### src/rtl/pixel_write_scheduler.sv
// rtl/pixel_write_scheduler.sv - single-port pixel RAM arbiter: VGA reads, queued plotter writes, clear-screen
module pixel_write_scheduler #(
  parameter int NUM_PIXELS = 307200,
  parameter int ADDR_W     = 19,
  parameter int FIFO_DEPTH = 8,
  parameter int CNT_W      = 4
) (
  input  logic              clock,
  input  logic              reset,
  input  logic              wr_valid,
  output logic              wr_ready,
  input  logic [ADDR_W-1:0] wr_addr,
  input  logic              wr_data,
  input  logic              clear_req,
  output logic              clear_busy,
  input  logic              vga_active,
  input  logic [ADDR_W-1:0] vga_addr,
  output logic [ADDR_W-1:0] ram_addr,
  output logic              ram_wEn,
  output logic              ram_dataIn,
  output logic [CNT_W-1:0]  fifo_count,
  output logic [15:0]       drop_count
);

  localparam int PTR_W = $clog2(FIFO_DEPTH);
  localparam logic [CNT_W-1:0]  DEPTH_C = CNT_W'(FIFO_DEPTH);
  localparam logic [ADDR_W-1:0] NUM_C   = ADDR_W'(NUM_PIXELS);
  localparam logic [ADDR_W-1:0] LAST_C  = ADDR_W'(NUM_PIXELS - 1);

  typedef enum logic [1:0] {IDLE, DRAIN, CLEAR} state_t;

  state_t            state;
  logic [ADDR_W-1:0] q_addr [FIFO_DEPTH];
  logic              q_data [FIFO_DEPTH];
  logic [PTR_W-1:0]  rd_ptr;
  logic [PTR_W-1:0]  wr_ptr;
  logic [ADDR_W-1:0] clr_addr;
  logic [CNT_W-1:0]  count_next;
  logic [ADDR_W-1:0] head_addr;
  logic              head_data;
  logic              head_ok;
  logic              push;
  logic              pop;

  // No full-bypass: a full queue refuses pushes even when the head pops this cycle.
  assign wr_ready   = (fifo_count < DEPTH_C) && (state != CLEAR);
  assign push       = wr_valid && wr_ready;
  assign pop        = (state == DRAIN) && !vga_active;
  assign head_addr  = q_addr[rd_ptr];
  assign head_data  = q_data[rd_ptr];
  assign head_ok    = head_addr < NUM_C;
  assign clear_busy = (state == CLEAR);

  // Occupancy after this edge; simultaneous push and pop cancel out.
  always_comb begin
    count_next = fifo_count;
    case ({push, pop})
      2'b10:   count_next = fifo_count + 1'b1;
      2'b01:   count_next = fifo_count - 1'b1;
      default: count_next = fifo_count;
    endcase
  end

  // RAM port mux: VGA first, then clear sweep, then queue head; data forced low when not writing.
  always_comb begin
    ram_addr   = vga_addr;
    ram_wEn    = 1'b0;
    ram_dataIn = 1'b0;
    if (vga_active) begin
      ram_addr = vga_addr;
    end else if (state == CLEAR) begin
      ram_addr = clr_addr;
      ram_wEn  = 1'b1;
    end else if (fifo_count != '0) begin
      ram_addr   = head_addr;
      ram_wEn    = head_ok;
      ram_dataIn = head_ok ? head_data : 1'b0;
    end
  end

  // Queue storage; entries are only read back through the head pointer.
  always_ff @(posedge clock) begin
    if (push) begin
      q_addr[wr_ptr] <= wr_addr;
      q_data[wr_ptr] <= wr_data;
    end
  end

  // Scheduler state, queue pointers, clear sweep counter and drop statistics.
  always_ff @(posedge clock) begin
    if (reset) begin
      state      <= IDLE;
      fifo_count <= '0;
      rd_ptr     <= '0;
      wr_ptr     <= '0;
      clr_addr   <= '0;
      drop_count <= '0;
    end else begin
      fifo_count <= count_next;
      if (push) wr_ptr <= wr_ptr + 1'b1;
      if (pop)  rd_ptr <= rd_ptr + 1'b1;
      if (pop && !head_ok && drop_count != 16'hFFFF) drop_count <= drop_count + 16'd1;
      case (state)
        IDLE: begin
          if (clear_req) begin
            state    <= CLEAR;
            clr_addr <= '0;
          end else if (push) begin
            state <= DRAIN;
          end
        end
        DRAIN: begin
          if (clear_req) begin
            state    <= CLEAR;
            clr_addr <= '0;
          end else if (count_next == '0) begin
            state <= IDLE;
          end
        end
        CLEAR: begin
          // The sweep only advances on cycles the VGA leaves the port free.
          if (!vga_active) begin
            if (clr_addr == LAST_C) begin
              clr_addr <= '0;
              state    <= (count_next != '0) ? DRAIN : IDLE;
            end else begin
              clr_addr <= clr_addr + 1'b1;
            end
          end
        end
        default: state <= IDLE;
      endcase
    end
  end

endmodule

### config.mk
export PLATFORM = sky130hd
export DESIGN_NAME = pixel_write_scheduler
export DESIGN_NICKNAME = d
export VERILOG_FILES = /design/src/rtl/pixel_write_scheduler.sv
export SDC_FILE = /design/constraint.sdc
export NUM_CORES = 1
export LEC_CHECK = 0
export ABC_AREA = 1
export CAP_MARGIN = 30
export CORE_MARGIN = 1.5
export CORE_UTILIZATION = 62
export CTS_CLUSTER_DIAMETER = 200
export DETAILED_ROUTE_END_ITERATION = 10
export GPL_TIMING_DRIVEN = 0
export PLACE_DENSITY = 0.92
export SYNTH_ARGS = -nofsm -noshare
export SYNTH_HDL_FRONTEND = slang
export SYNTH_SLANG_ARGS = --single-unit
### constraint.sdc
create_clock -name clock -period 7 [get_ports clock]
set_input_delay 1.75 -clock clock [delete_from_list [all_inputs] [get_ports clock]]
set_output_delay 1.75 -clock clock [all_outputs]
set_load 0.02 [all_outputs]
==> impl_metrics.ini <==
[floorplan]
io_pins = 87
die_y_um = 126
fp.dieW_um = 126
die_area_mm2 = 0.0160
rows = 44
initial_core_util = 0.643
core_area_mm2 = 0.0147

[final_layout]
drive_gt1_frac = 0.117
syn_to_final_growth_pct = 21.3
diodes = 0
layout.nets = 1072
stdcell_count = 1222

[placement]
dpl.cell_count = 1182
port_buffers = 85
hpwl_um = 16500
place_congestion = 0.956

[logic_synthesis]
syn_area_per_cell_um2 = 10.4
syn_area_mm2 = 0.00945
yosysUniqueCellTypes = 54
yosysSeqAreaShare = 0.614
synth_fp_nets = 955
postSynthCellCount = 905
yosysWarnings = 0
synth-seq-cells = 210

[sta]
skew_ps = 20.7
finalSetupViolCount = 0
min_period_ps = 5930
rsz0062_at_grt = false
setup_tns_ps = 0
fmax_ghz = 0.169
tightestPinTransition_ps = 949
max-slew-margin-rel = 0.367
drv_slew = 0
min_period_over_period = 0.847
finalHoldViolCount = 0

[detailed_routing]
drt_iter0_drc = 1648
drc_errors = 0
vias = 7867
wire_per_inst_um = 20.6
drtAntennaViolNets = 0
viasPerCell = 6.44
drtPass1Iterations = 6
wl_um = 25100

[grt]
grtUsageTotal = 0.315
grt_pass1_vias = 7471
antenna_found_initial = 0
grt_max_degree = 16
grt_pass1_wl_um = 39200
gr-total-overflow = 0

[setup_path]
worstSetupPathType = primary input to output port
required_ps = 5250
start_kind = primary input
end_kind = output port
arrival_ps = 4180
rr_startpoint = state[0]$_SDFFE_PP0P_
cp_max_fo = 9
crit_start = vga_active

[run]
drv_cap = 0

[clock_tree]
clockRootBuffer = clkbuf_16
clk_pin_slew_worst_paths_ps = 60
cts_tree = yes
cts_hold_buf = 0
post-cts-setup-buffers = 0
cts_buffers = 22
cts_resized = 0
clk_latency_ps = 530
cts_buffer_depth = 3
cts.htree.levels = 1
clkSinkCount = 210

[power_and_ir_drop]
p_leak_nw = 3.89
ir_worst_vdd_uv = 274
power.density_mw_per_mm2 = 280

[hold_path]
min-delay-start = clr_addr[18]$_SDFFE_PP0P_
hold_class = flip-flop to flip-flop

[run_status]
outcome = complete, no violations
==> layout make-up <==
cell class,count,area (um^2)
inverter,63,239
tap,184,230
clock inverter,17,186
sequential,210,5810
buffer,42,230
clock buffer,23,554
fill,816,3240
multi-input combinational,590,3190
timing repair buffer,93,1020
==> placed cells by master (no fill, tap or decap), drive strengths merged, types with 3 or more instances in the layout <==
master	instances
o22ai	22
ha	6
nor2	157
xor2	22
dfxtp	50
nor3	20
nor3b	3
nand3	38
buf	30
o221ai	16
clkinv	14
a221o	5
o311ai	3
edfxtp	160
clkbuf	43
bufinv	3
nand2	106
a21oi	34
clkdlybuf4s50	85
inv	62
nor4	7
o211ai	6
nand4	8
o21ai	119
==> layer usage <==
metal	routed length (um)	share of wire	global-route usage	up-vias
li1	-	-	-	3460
met1	9250	0.37	0.427	3626
met2	11700	0.47	0.517	688
met3	3260	0.13	0.0595	93
met4	913	0.036	0.108	0
met5	0	0	0	-
==> sequential cells by signal (all words and copies together) (netlist names), named ones only <==
signal      flops
fifo_count      4
clr_addr       19
wr_ptr          3
drop_count     16
q_data          8
rd_ptr          3
q_addr        152
state           2
==> cells in the mapped netlist (all sizes together) <==
cell type / count / share of area
a211oi: 1 / 0.00079
a21o: 1 / 0.00079
a21oi: 34 / 0.022
a221o: 5 / 0.0053
a221oi: 1 / 0.00093
a22o: 2 / 0.0019
a311oi: 1 / 0.00093
a31oi: 2 / 0.0029
and3: 1 / 0.00066
buf: 22 / 0.016
clkbuf: 20 / 0.0081
clkinv: 2 / 0.00079
dfxtp: 50 / 0.11
edfxtp: 160 / 0.51
ha: 6 / 0.0079
inv: 61 / 0.024
nand2: 106 / 0.047
nand3: 38 / 0.024
nand3b: 1 / 0.00079
nand4: 8 / 0.0053
nor2: 157 / 0.063
nor3: 20 / 0.012
nor3b: 3 / 0.0024
nor4: 7 / 0.0069
o211ai: 6 / 0.0053
o21ai: 119 / 0.065
o21bai: 2 / 0.0016
o221a: 2 / 0.0024
o221ai: 16 / 0.015
o22ai: 22 / 0.015
o311ai: 3 / 0.0028
o31ai: 1 / 0.00079
or2: 1 / 0.00066
xnor2: 2 / 0.0019
xor2: 22 / 0.020
==> report_power, final <==
group	switching [mW]	leakage [nW]	internal, mW	total (mW)
combinational	0.400	1.67	0.216	0.616
clock	0.490	0.364	0.693	1.18
sequential	0.0250	1.85	1.39	1.41
total	0.915	3.89	2.30	3.21
==> cell families (layout without fill, tap and decap cells) <==
kind of cell	after synthesis	in the layout	share of synthesized area
adder cells (fa/ha/maj)	6	6	0.00794
AND/OR/NAND/NOR	342	342	0.163
buffers and inverters	105	238	0.0497
XOR/XNOR	24	24	0.0222
AO/OA/AOI/OAI	218	218	0.143
flip-flops	210	210	0.614
==> path summary, 6_finish.rpt <==
| check | slack, ps | to | cells past startpoint |
|---|---|---|---|
| worst max-delay path | 1070 | ram_addr[3] | 7 |
| worst min register to register | 490 | clr_addr[18]$_SDFFE_PP0P_ | 2 |
| worst min-delay path | 490 | clr_addr[18]$_SDFFE_PP0P_ | 2 |
| worst max register to register | 4430 | q_addr[0][14]$_DFFE_PP_ | 7 |
==> metrics by stage <==
stage	setup slack, ps	total power, mW	hold slack (ps)	cell area, um^2	utilization
global route	1000	3.30	519	11500	0.780
global placement	1350	1.99	463	10500	0.716
CTS	1140	3.19	497	11500	0.780
floorplan	1900	1.78	448	9450	-
finish	1070	3.21	493	11500	0.780
detailed placement	1100	2.03	488	10700	0.729
==> critical path: stages <==
cell and delay, ps:
buf_2 170, nor2_1 430, inv_1 260, nor2_1 200
inv_1 130, o311ai_0 520, clkdlybuf4s50_1 710
Power figures use the tool's default switching activity.
